[config.mk]
export PLATFORM = sky130hd
export DESIGN_NAME = dmem_arbiter_flat
export DESIGN_NICKNAME = d
export VERILOG_FILES = /design/src/rtl/dmem_arbiter_if.sv /design/src/rtl/dmem_arbiter.sv /design/src/flat_wrapper.sv
export SDC_FILE = /design/constraint.sdc
export NUM_CORES = 1
export LEC_CHECK = 0
export BUFFER_PORTS_ARGS = -buffer_cell sky130_fd_sc_hd__clkbuf_2
export CORE_UTILIZATION = 43
export CTS_BUF_LIST = sky130_fd_sc_hd__clkbuf_8
export CTS_CLUSTER_DIAMETER = 50
export DETAILED_ROUTE_END_ITERATION = 10
export PLACE_DENSITY = 0.88
export SLEW_MARGIN = 25
export SYNTH_ARGS = -nofsm -noshare
export SYNTH_HDL_FRONTEND = slang
export SYNTH_SLANG_ARGS = --single-unit
[constraint.sdc]
create_clock -name clock -period 6 [get_ports clock]
set_clock_uncertainty 0.15 [all_clocks]
set_input_delay 0.6 -clock clock [delete_from_list [all_inputs] [get_ports clock]]
set_output_delay 0.6 -clock clock [all_outputs]
set_load 0.02 [all_outputs]
[src/rtl/dmem_arbiter_if.sv]
// Bundle of core request/ack signals and the memory command port shared by
// the data-memory arbiter and whatever sits around it.
interface dmem_arbiter_if #(
  parameter int NUM_CORES = 4,
  parameter int ADDR_W    = 16,
  parameter int DATA_W    = 16
);
  logic [NUM_CORES-1:0]        core_req;
  logic [NUM_CORES-1:0]        core_we;
  logic [NUM_CORES*ADDR_W-1:0] core_addr;
  logic [NUM_CORES*DATA_W-1:0] core_wdata;
  logic [NUM_CORES-1:0]        core_ack;
  logic [NUM_CORES-1:0]        core_err;
  logic [DATA_W-1:0]           core_rdata;
  logic [1:0]                  mem_control;
  logic [ADDR_W-1:0]           mem_addr;
  logic [DATA_W-1:0]           mem_wdata;
  logic [DATA_W-1:0]           mem_rdata;
  logic                        busy;

  // Arbiter view: serves the cores and drives the memory command port.
  modport slave (
    input  core_req, core_we, core_addr, core_wdata, mem_rdata,
    output core_ack, core_err, core_rdata, mem_control, mem_addr, mem_wdata, busy
  );

  // Environment view: the cores plus the memory itself.
  modport master (
    output core_req, core_we, core_addr, core_wdata, mem_rdata,
    input  core_ack, core_err, core_rdata, mem_control, mem_addr, mem_wdata, busy
  );
endinterface

[src/rtl/dmem_arbiter.sv]
// Round-robin arbiter sharing one single-port data memory among several cores.
// Each grant walks IDLE -> ACCESS -> RESP and returns a one-cycle ack (and err).
module dmem_arbiter #(
  parameter int NUM_CORES = 4,
  parameter int ADDR_W    = 16,
  parameter int DATA_W    = 16,
  parameter int DEPTH     = 256
) (
  input  logic          clock,
  input  logic          reset_n,
  dmem_arbiter_if.slave bus
);
  localparam int CW = $clog2(NUM_CORES);
  localparam logic [ADDR_W:0] DEPTH_EXT = (ADDR_W+1)'(DEPTH);
  localparam logic [1:0] CMD_IDLE  = 2'b00;
  localparam logic [1:0] CMD_READ  = 2'b10;
  localparam logic [1:0] CMD_WRITE = 2'b11;

  typedef enum logic [1:0] {IDLE, ACCESS, RESP} state_t;

  state_t               state_reg, state_next;
  logic [CW-1:0]        cur_reg, cur_next;
  logic [CW-1:0]        last_reg, last_next;
  logic                 oor_reg, oor_next;
  logic                 we_reg, we_next;
  logic [1:0]           mem_control_reg, mem_control_next;
  logic [ADDR_W-1:0]    mem_addr_reg, mem_addr_next;
  logic [DATA_W-1:0]    mem_wdata_reg, mem_wdata_next;
  logic [NUM_CORES-1:0] core_ack_reg, core_ack_next;
  logic [NUM_CORES-1:0] core_err_reg, core_err_next;
  logic [DATA_W-1:0]    core_rdata_reg, core_rdata_next;

  logic [ADDR_W-1:0]    addr_arr  [NUM_CORES];
  logic [DATA_W-1:0]    wdata_arr [NUM_CORES];
  logic [NUM_CORES-1:0] oor_vec;
  logic [NUM_CORES-1:0] eligible;
  logic                 grant_valid;
  logic [CW-1:0]        grant_idx;
  logic [CW:0]          search_idx;

  generate
    for (genvar gi = 0; gi < NUM_CORES; gi++) begin : g_unpack
      assign addr_arr[gi]  = bus.core_addr[gi*ADDR_W +: ADDR_W];
      assign wdata_arr[gi] = bus.core_wdata[gi*DATA_W +: DATA_W];
      assign oor_vec[gi]   = ({1'b0, addr_arr[gi]} >= DEPTH_EXT);
    end
  endgenerate

  // A core whose ack is on the bus this cycle may still hold req; skip it.
  assign eligible = bus.core_req & ~core_ack_reg;

  always_comb begin
    grant_valid = 1'b0;
    grant_idx   = '0;
    search_idx  = '0;
    for (int k = 1; k <= NUM_CORES; k++) begin
      search_idx = {1'b0, last_reg} + (CW+1)'(k);
      if (search_idx >= (CW+1)'(NUM_CORES)) begin
        search_idx = search_idx - (CW+1)'(NUM_CORES);
      end
      if (!grant_valid && eligible[search_idx[CW-1:0]]) begin
        grant_valid = 1'b1;
        grant_idx   = search_idx[CW-1:0];
      end
    end
  end

  always_comb begin
    state_next       = state_reg;
    cur_next         = cur_reg;
    last_next        = last_reg;
    oor_next         = oor_reg;
    we_next          = we_reg;
    mem_control_next = mem_control_reg;
    mem_addr_next    = mem_addr_reg;
    mem_wdata_next   = mem_wdata_reg;
    core_ack_next    = '0;
    core_err_next    = '0;
    core_rdata_next  = core_rdata_reg;
    unique case (state_reg)
      IDLE: begin
        if (grant_valid) begin
          state_next     = ACCESS;
          cur_next       = grant_idx;
          last_next      = grant_idx;
          we_next        = bus.core_we[grant_idx];
          oor_next       = oor_vec[grant_idx];
          mem_addr_next  = addr_arr[grant_idx];
          mem_wdata_next = wdata_arr[grant_idx];
          if (oor_vec[grant_idx]) begin
            mem_control_next = CMD_IDLE;
          end else if (bus.core_we[grant_idx]) begin
            mem_control_next = CMD_WRITE;
          end else begin
            mem_control_next = CMD_READ;
          end
        end
      end
      ACCESS: begin
        mem_control_next = CMD_IDLE;
        state_next       = RESP;
      end
      RESP: begin
        core_rdata_next         = (!oor_reg && !we_reg) ? bus.mem_rdata : '0;
        core_ack_next[cur_reg]  = 1'b1;
        core_err_next[cur_reg]  = oor_reg;
        state_next              = IDLE;
      end
      default: state_next = IDLE;
    endcase
  end

  always_ff @(posedge clock or negedge reset_n) begin
    if (!reset_n) begin
      state_reg       <= IDLE;
      cur_reg         <= '0;
      last_reg        <= CW'(NUM_CORES - 1);
      oor_reg         <= 1'b0;
      we_reg          <= 1'b0;
      mem_control_reg <= CMD_IDLE;
      mem_addr_reg    <= '0;
      mem_wdata_reg   <= '0;
      core_ack_reg    <= '0;
      core_err_reg    <= '0;
      core_rdata_reg  <= '0;
    end else begin
      state_reg       <= state_next;
      cur_reg         <= cur_next;
      last_reg        <= last_next;
      oor_reg         <= oor_next;
      we_reg          <= we_next;
      mem_control_reg <= mem_control_next;
      mem_addr_reg    <= mem_addr_next;
      mem_wdata_reg   <= mem_wdata_next;
      core_ack_reg    <= core_ack_next;
      core_err_reg    <= core_err_next;
      core_rdata_reg  <= core_rdata_next;
    end
  end

  assign bus.core_ack    = core_ack_reg;
  assign bus.core_err    = core_err_reg;
  assign bus.core_rdata  = core_rdata_reg;
  assign bus.mem_control = mem_control_reg;
  assign bus.mem_addr    = mem_addr_reg;
  assign bus.mem_wdata   = mem_wdata_reg;
  assign bus.busy        = (state_reg != IDLE);
endmodule
[src/flat_wrapper.sv]
// flat-port wrapper written by rule: the top's interface ports become plain ports
module dmem_arbiter_flat 
#(
  parameter int NUM_CORES = 4,
  parameter int ADDR_W    = 16,
  parameter int DATA_W    = 16,
  parameter int DEPTH     = 256
)
  (clock, reset_n, bus_core_req, bus_core_we, bus_core_addr, bus_core_wdata, bus_mem_rdata, bus_core_ack, bus_core_err, bus_core_rdata, bus_mem_control, bus_mem_addr, bus_mem_wdata, bus_busy);
  dmem_arbiter_if #(.NUM_CORES(NUM_CORES), .ADDR_W(ADDR_W), .DATA_W(DATA_W)) bus_i ();
  input  logic clock;
  input  logic reset_n;
  input wire logic [$bits(bus_i.core_req)-1:0] bus_core_req;
  input wire logic [$bits(bus_i.core_we)-1:0] bus_core_we;
  input wire logic [$bits(bus_i.core_addr)-1:0] bus_core_addr;
  input wire logic [$bits(bus_i.core_wdata)-1:0] bus_core_wdata;
  input wire logic [$bits(bus_i.mem_rdata)-1:0] bus_mem_rdata;
  output wire logic [$bits(bus_i.core_ack)-1:0] bus_core_ack;
  output wire logic [$bits(bus_i.core_err)-1:0] bus_core_err;
  output wire logic [$bits(bus_i.core_rdata)-1:0] bus_core_rdata;
  output wire logic [$bits(bus_i.mem_control)-1:0] bus_mem_control;
  output wire logic [$bits(bus_i.mem_addr)-1:0] bus_mem_addr;
  output wire logic [$bits(bus_i.mem_wdata)-1:0] bus_mem_wdata;
  output wire logic [$bits(bus_i.busy)-1:0] bus_busy;
  assign bus_i.core_req = bus_core_req;
  assign bus_i.core_we = bus_core_we;
  assign bus_i.core_addr = bus_core_addr;
  assign bus_i.core_wdata = bus_core_wdata;
  assign bus_i.mem_rdata = bus_mem_rdata;
  assign bus_core_ack = bus_i.core_ack;
  assign bus_core_err = bus_i.core_err;
  assign bus_core_rdata = bus_i.core_rdata;
  assign bus_mem_control = bus_i.mem_control;
  assign bus_mem_addr = bus_i.mem_addr;
  assign bus_mem_wdata = bus_i.mem_wdata;
  assign bus_busy = bus_i.busy;
  dmem_arbiter #(.NUM_CORES(NUM_CORES), .ADDR_W(ADDR_W), .DATA_W(DATA_W), .DEPTH(DEPTH)) u_core (.clock(clock), .reset_n(reset_n), .bus(bus_i));
endmodule
# After elaboration in Yosys (flattened, before gate mapping)
# Cells that the tools add are included.
[totals]
memories = 0
word_cells = 98
mem_bits_rw = 0
latch_bits = 0
register_bits = 66
output_inout_bits = 59
rom_bits = 0
[op_classes]
mul = 0
bitwise_logic = 4
div_mod_pow = 0
eq_ne = 3
muxes = 41
shifts = 0
reduce_logical = 15
order_cmp = 16
add_sub_neg = 8
[ops]
columns = ["cell", "count"]
rows = [
  ["16-bit two-way mux", 5],
  ["16-bit binary-select mux with 2-bit select", 2],
  ["16-bit by 9-bit greater-or-equal comparator with 1-bit output, second input constant", 4],
  ["2-bit two-way mux", 11],
  ["2-bit by 3-bit < comparator with 1-bit output, second input constant", 6],
  ["3-bit greater-or-equal comparator, second input constant", 5],
  ["1-bit binary-select mux with 2-bit select", 6],
  ["1-bit two-way mux", 12],
  ["4-bit bitwise AND", 2],
  ["4-bit two-way mux", 2],
  ["2-bit one-hot mux with 2 select lines", 2],
  ["2-bit by 1-bit subtractor with 2-bit output, second input constant", 4],
  ["2-bit by 2-bit adder with 3-bit output, second input constant", 2],
  ["1-bit logical AND", 5],
  ["1-bit zero test", 5],
  ["4-bit inverter", 1],
  ["2-bit AND reduction", 2],
  ["2-bit nonzero test", 2],
  ["2-bit by 1-bit adder with 3-bit output, second input constant", 1],
  ["2-bit by 3-bit adder with 3-bit output, second input constant", 1],
  ["2-bit inverter with 3-bit output", 1],
  ["1-bit demux with 2-bit select", 1],
  ["2-bit by 1-bit equality test with 1-bit output, second input constant", 1],
  ["2-bit equality test, second input constant", 1],
  ["3 further kinds", 3],
]

# Logic depth before layout (Yosys ltp)
[logic_depth]
ltp_word = 21
mapped_depth = 8
depth_no_buf = 7

# Worst setup path before layout
# OpenSTA, ideal clock, no wires.
[synth_path]
path_type = "in2reg"
start = "input port bus_core_req[0]"
end = "register u_core.mem_addr_reg[10], in the netlist u_core.bus.mem_addr[10]"
cell_stages = 6
arrival_ns = 2.230
required_ns = 5.773
path_buffers = 1
path_slack_ns = 3.543
cell_sequence = "nor2b_1 > nor2_1 > o211ai_1 > buf_2 > mux2_2 > o21ai_1"
[synth_between]
elab_chain_cells = 17
elab_cells_between_ends = 28
classes_between = "mux: 19; bitwise: 2; reduce/logical: 7"
[synth_rtl]
columns = ["element", "line_no", "rtl"]
rows = [
  ["start: declaration", "flat_wrapper.sv:13", "input wire logic [$bits(bus_i.core_req)-1:0] bus_core_req;"],
  ["4-bit bitwise AND (*)", "dmem_arbiter.sv:50", "assign eligible = bus.core_req & ~core_ack_reg;"],
  ["1-bit binary-select mux with 2-bit select", "dmem_arbiter.sv:61", "if (!grant_valid && eligible[search_idx[CW-1:0]]) begin"],
  ["1-bit two-way mux (implied by the code)", "dmem_arbiter.sv:61", ""],
  ["1-bit two-way mux", "dmem_arbiter.sv:61", ""],
  ["1-bit zero test", "dmem_arbiter.sv:61", ""],
  ["1-bit logical AND", "dmem_arbiter.sv:61", ""],
  ["1-bit two-way mux", "dmem_arbiter.sv:61", ""],
  ["1-bit zero test", "dmem_arbiter.sv:61", ""],
  ["1-bit logical AND", "dmem_arbiter.sv:61", ""],
  ["1-bit two-way mux", "dmem_arbiter.sv:61", ""],
  ["1-bit zero test", "dmem_arbiter.sv:61", ""],
  ["1-bit logical AND", "dmem_arbiter.sv:61", ""],
  ["2-bit two-way mux", "dmem_arbiter.sv:61", ""],
  ["2-bit inverter with 3-bit output (implied by the code)", "dmem_arbiter.sv:88", "mem_addr_next = addr_arr[grant_idx];"],
  ["16-bit binary-select mux with 2-bit select", "dmem_arbiter.sv:88", ""],
  ["16-bit two-way mux (implied by the code) (2 in a row)", "dmem_arbiter.sv:88", ""],
  ["end signal: assignment", "dmem_arbiter.sv:133", "mem_addr_reg <= mem_addr_next;"],
  ["end: declaration", "dmem_arbiter.sv:27", "logic [ADDR_W-1:0] mem_addr_reg, mem_addr_next;"],
]
# Mark *: on every way between the ends. The rest lies on a longest branch, timed or not. The select of a mux whose other input is x is not followed.
# A chain may end at the register's enable or synchronous reset.

# Final worst setup path
[layout_path]
start = "register u_core.last_reg[1]"
end = "register u_core.mem_wdata_reg[10], in the netlist u_core.bus.mem_wdata[10]"
[layout_between]
elab_chain_cells = 19
elab_cells_between_ends = 43
classes_between = "add/sub: 8; order compare: 4; mux: 23; bitwise: 1; reduce/logical: 7"
[layout_rtl]
columns = ["element", "line_no", "rtl"]
rows = [
  ["start: declaration", "dmem_arbiter.sv:23", "logic [CW-1:0] last_reg, last_next;"],
  ["start signal: assignment", "dmem_arbiter.sv:117", "last_reg <= CW'(NUM_CORES - 1);"],
  ["start signal: assignment", "dmem_arbiter.sv:129", "last_reg <= last_next;"],
  ["2-bit by 1-bit adder with 3-bit output", "dmem_arbiter.sv:57", "search_idx = {1'b0, last_reg} + (CW+1)'(k);"],
  ["3-bit greater-or-equal comparator / 2-bit by 1-bit subtractor with 2-bit output (equally long branches)", "dmem_arbiter.sv:58, dmem_arbiter.sv:59", ""],
  ["2-bit two-way mux", "dmem_arbiter.sv:58", "if (search_idx >= (CW+1)'(NUM_CORES)) begin"],
  ["1-bit binary-select mux with 2-bit select", "dmem_arbiter.sv:61", ""],
  ["1-bit two-way mux (implied by the code)", "dmem_arbiter.sv:61", ""],
  ["1-bit two-way mux", "dmem_arbiter.sv:61", ""],
  ["1-bit zero test", "dmem_arbiter.sv:61", ""],
  ["1-bit logical AND", "dmem_arbiter.sv:61", ""],
  ["(+2 left out)", "-", ""],
  ["1-bit logical AND", "dmem_arbiter.sv:61", ""],
  ["1-bit two-way mux", "dmem_arbiter.sv:61", ""],
  ["1-bit zero test", "dmem_arbiter.sv:61", ""],
  ["1-bit logical AND", "dmem_arbiter.sv:61", ""],
  ["2-bit two-way mux", "dmem_arbiter.sv:61", ""],
  ["2-bit inverter with 3-bit output (implied by the code)", "dmem_arbiter.sv:89", "mem_wdata_next = wdata_arr[grant_idx];"],
  ["16-bit binary-select mux with 2-bit select", "dmem_arbiter.sv:89", ""],
  ["16-bit two-way mux (implied by the code) (2 in a row)", "dmem_arbiter.sv:89", ""],
  ["end signal: assignment", "dmem_arbiter.sv:134", "mem_wdata_reg <= mem_wdata_next;"],
  ["end: declaration", "dmem_arbiter.sv:28", "logic [DATA_W-1:0] mem_wdata_reg, mem_wdata_next;"],
]
# Several ways; a longest one is shown, not always the timed one. The select of a mux whose other input is x is not followed.

==> run_results.csv <==
group,metric,value,unit
drt,dr.first_iter.drc_count,114,
worst_setup_path,worstSetupPathType,"flop to flop",
cells_and_area,final_area,4976,µm²
sta,drv_slew,0,
clock_network,numCtsBuffers,9,
power_and_ir_drop,ir_drop,226.8,µV
cells_and_area,seqCellArea,1654,µm²
sta,finalSetupViolCount,0,
power_and_ir_drop,powerDensity,470.4,nW/µm²
global_route,top_usage_layer,"met2",
min_path,min-delay-path-class,"input port to asynchronous set/reset pin",
global_route,grt_pass1_wl,14.72,mm
synth,syn_inst,333,
worst_setup_path,start_kind,"flop",
die,die-area,8729,µm²
drt,routedWlPerCell,15.13,µm
sta,max_freq,380.2,MHz
drt,drc,0,
clock_network,clkTransAtPathRegs,0.08,ns
placement,gp_congestion,0.8145,
cells_and_area,nFillCells,665,
synth,dominantRegCellSynth,"dfrtp_1",
clock_network,ctsHoldBuffers,0,
clock_network,cts_buffer_depth,2,
cells_and_area,final_core_util,0.6309,
die,die_x,93.43,µm
worst_setup_path,cp-end-kind,"flop",
global_route,grt.overflow.total,0,
global_route,antenna_found_initial,0,
worst_setup_path,critical_path.max_fanout,42,
power_and_ir_drop,power,2.340,mW
worst_setup_path,critPathSlowestCell,"dfstp_2",
cells_and_area,multi_input_area,1838,µm²
clock_network,clock_sinks,66,
sta,fin_crit,2.630,ns
synth,synth_cell_types,32,
die,fp.dieH,93.43,µm
clock_network,post_cts_buffers,0,
sta,fin_tns_setup,0,ns
sta,rsz0062_at_grt,"false",
drt,first_pass_iters,4,
drt,via_count,3365,
cells_and_area,antenna_cells,0,
worst_setup_path,path_cells,"and3b_1 -> o22ai_1 -> a221oi_4 -> buf_4 -> mux2i_1 -> mux2_2 -> o21ai_1",
sta,finalHoldViolCount,0,
placement,numPortBuffers,212,
clock_network,root_buffer,"clkbuf_8",
synth,async_flop_share,1.000,
worst_setup_path,worstPathArrival,2.74,ns
synth,ys_warn_count,0,
clock_network,clk_latency,0.34,ns
sta,worst_pin_slew,0.8427,ns
global_route,gr-usage-met2,0.4252,
drt,final_antenna_net_count,0,
global_route,use_met1,0.2292,
clock_network,htreeDepth,3,
cells_and_area,final_nets,695,
clock_network,tritoncts,"built",
die,initial_core_util,0.4557,
placement,placed_area,4733,µm²
die,rows,32,
sta,layout_worst_path_cycle_share,0.4384,
die,core,7888,µm²
clock_network,cts_resized,0,
cells_and_area,drive_above_1_share,0.4963,
power_and_ir_drop,p_leak,2.728,nW
synth,syn_avg_cell_area,10.79,µm²
cells_and_area,area_growth,38.43,%
global_route,grt_pass1_vias,3365,
synth,synth-seq-cells,66,
worst_setup_path,cp_slowest_stage_delay,0.62,ns
global_route,grt_usage,0.2205,
sta,slew_headroom,0.4382,
job,drv_cap,0,
status,status,"completed",
worst_setup_path,cp.required,6.11,ns
die,pin_count,213,
synth,synth_sequential_area_ratio,0.4601,
drt,wl,9.803,mm
sta,hold_ws,0.2773,ns
global_route,grt_start_max_net_pins,67,
placement,hpwl,7.617,mm
synth,synth_edf_count,0,
drt,viasPerCell,5.193,
synth,synth_area,3595,µm²
global_route,met3_usage,0.04959,
synth,synth_fp_nets,487,
power breakdown:
group          total (mW)  switching (mW)  internal [mW]
registers           0.692          0.0936          0.599
logic                1.20           0.682          0.516
clock network       0.450           0.174          0.276
total                2.34           0.950           1.39
kinds of logic after synthesis:
logic type	count (synthesis)	synth area share
flip-flops	66	0.4601
buffers and inverters	23	0.03167
AO/OA/AOI/OAI	62	0.1103
AND/OR/NAND/NOR	81	0.1051
multiplexers	101	0.2927
per-stage QoR:
| step | cells | setup WS [ns] |
|---|---|---|
| detailed placement | 632 | 3.186 |
| floorplan | 333 | 3.543 |
| global placement | 632 | 3.301 |
| CTS | 648 | 3.376 |
| finish | 648 | 3.370 |
| global route | 648 | 3.254 |
cells in the final DEF, fill, tap and decap left out, types with 2 or more instances in the layout:
cell type	n
nand2_1	42
mux2_2	33
clkbuf_8	9
buf_4	6
nor4_1	8
nor3_1	3
o21ai_0	2
nor2_1	11
nor2b_1	3
nand3b_1	3
dfrtp_1	64
nand2b_1	6
o21ai_1	34
inv_1	3
mux2i_1	68
dfstp_2	2
clkinv_4	2
a22o_1	16
a21oi_1	3
bufinv_16	3
clkbuf_2	211
metal layers:
metal | vias to the layer above | share of wire | wire, µm
li1 | 1624 | - | -
met1 | 1581 | 0.37 | 3611
met2 | 144 | 0.55 | 5381
met3 | 16 | 0.064 | 632
met4 | 0 | 0.018 | 177
met5 | - | 0 | 0
cell usage after synthesis, types with 2 or more instances:
| cell type | n | area share |
|---|---|---|
| inv_1 | 2 | 0.0021 |
| buf_2 | 7 | 0.0097 |
| nor3_1 | 3 | 0.0042 |
| clkbuf_1 | 11 | 0.011 |
| nor4_1 | 8 | 0.014 |
| nor2b_1 | 3 | 0.0052 |
| o21ai_1 | 34 | 0.047 |
| mux2_2 | 33 | 0.10 |
| dfstp_2 | 2 | 0.015 |
| o21ai_0 | 2 | 0.0028 |
| a22o_1 | 16 | 0.039 |
| nand2b_1 | 6 | 0.010 |
| nand3b_1 | 3 | 0.0063 |
| buf_6 | 2 | 0.0063 |
| a21oi_1 | 3 | 0.0042 |
| nand2_1 | 42 | 0.044 |
| nor2_1 | 11 | 0.011 |
| dfrtp_1 | 64 | 0.45 |
| mux2i_1 | 68 | 0.19 |
worst max-delay path, delay by kind of cell, from the launching register on:
kind	cells	cell delay [ns]
multiplexers	2	0.50
buffers and inverters	1	0.59
flip-flops	1	0.62
AND/OR/NAND/NOR	1	0.18
AO/OA/AOI/OAI	3	0.47
area by class of cell:
class                      count  share of cell area
timing repair buffer         218              0.2223
inverter                       2            0.001509
clock inverter                 7             0.02389
sequential                    66              0.3324
multi-input combinational    244              0.3694
clock buffer                   9             0.02489
tap                          102             0.02565
final timing paths:
path | slack (ns) | startpoint | end | depth (start not counted)
setup / recovery | 3.37 | u_core.last_reg[1] | u_core.bus.mem_wdata[10] | 7
hold / removal | 0.28 | reset_n | u_core.bus.mem_addr[10] | 2
setup reg to reg | 3.37 | u_core.last_reg[1] | u_core.bus.mem_wdata[10] | 7
hold reg to reg | 0.34 | u_core.bus.mem_wdata[12] | u_core.bus.mem_wdata[12] | 2
max in group asynchronous | 4.84 | reset_n | u_core.bus.mem_addr[13] | 2
min in group clock | 0.32 | bus_mem_rdata[14] | u_core.bus.core_rdata[14] | 2
Power figures use the tool's default switching activity.
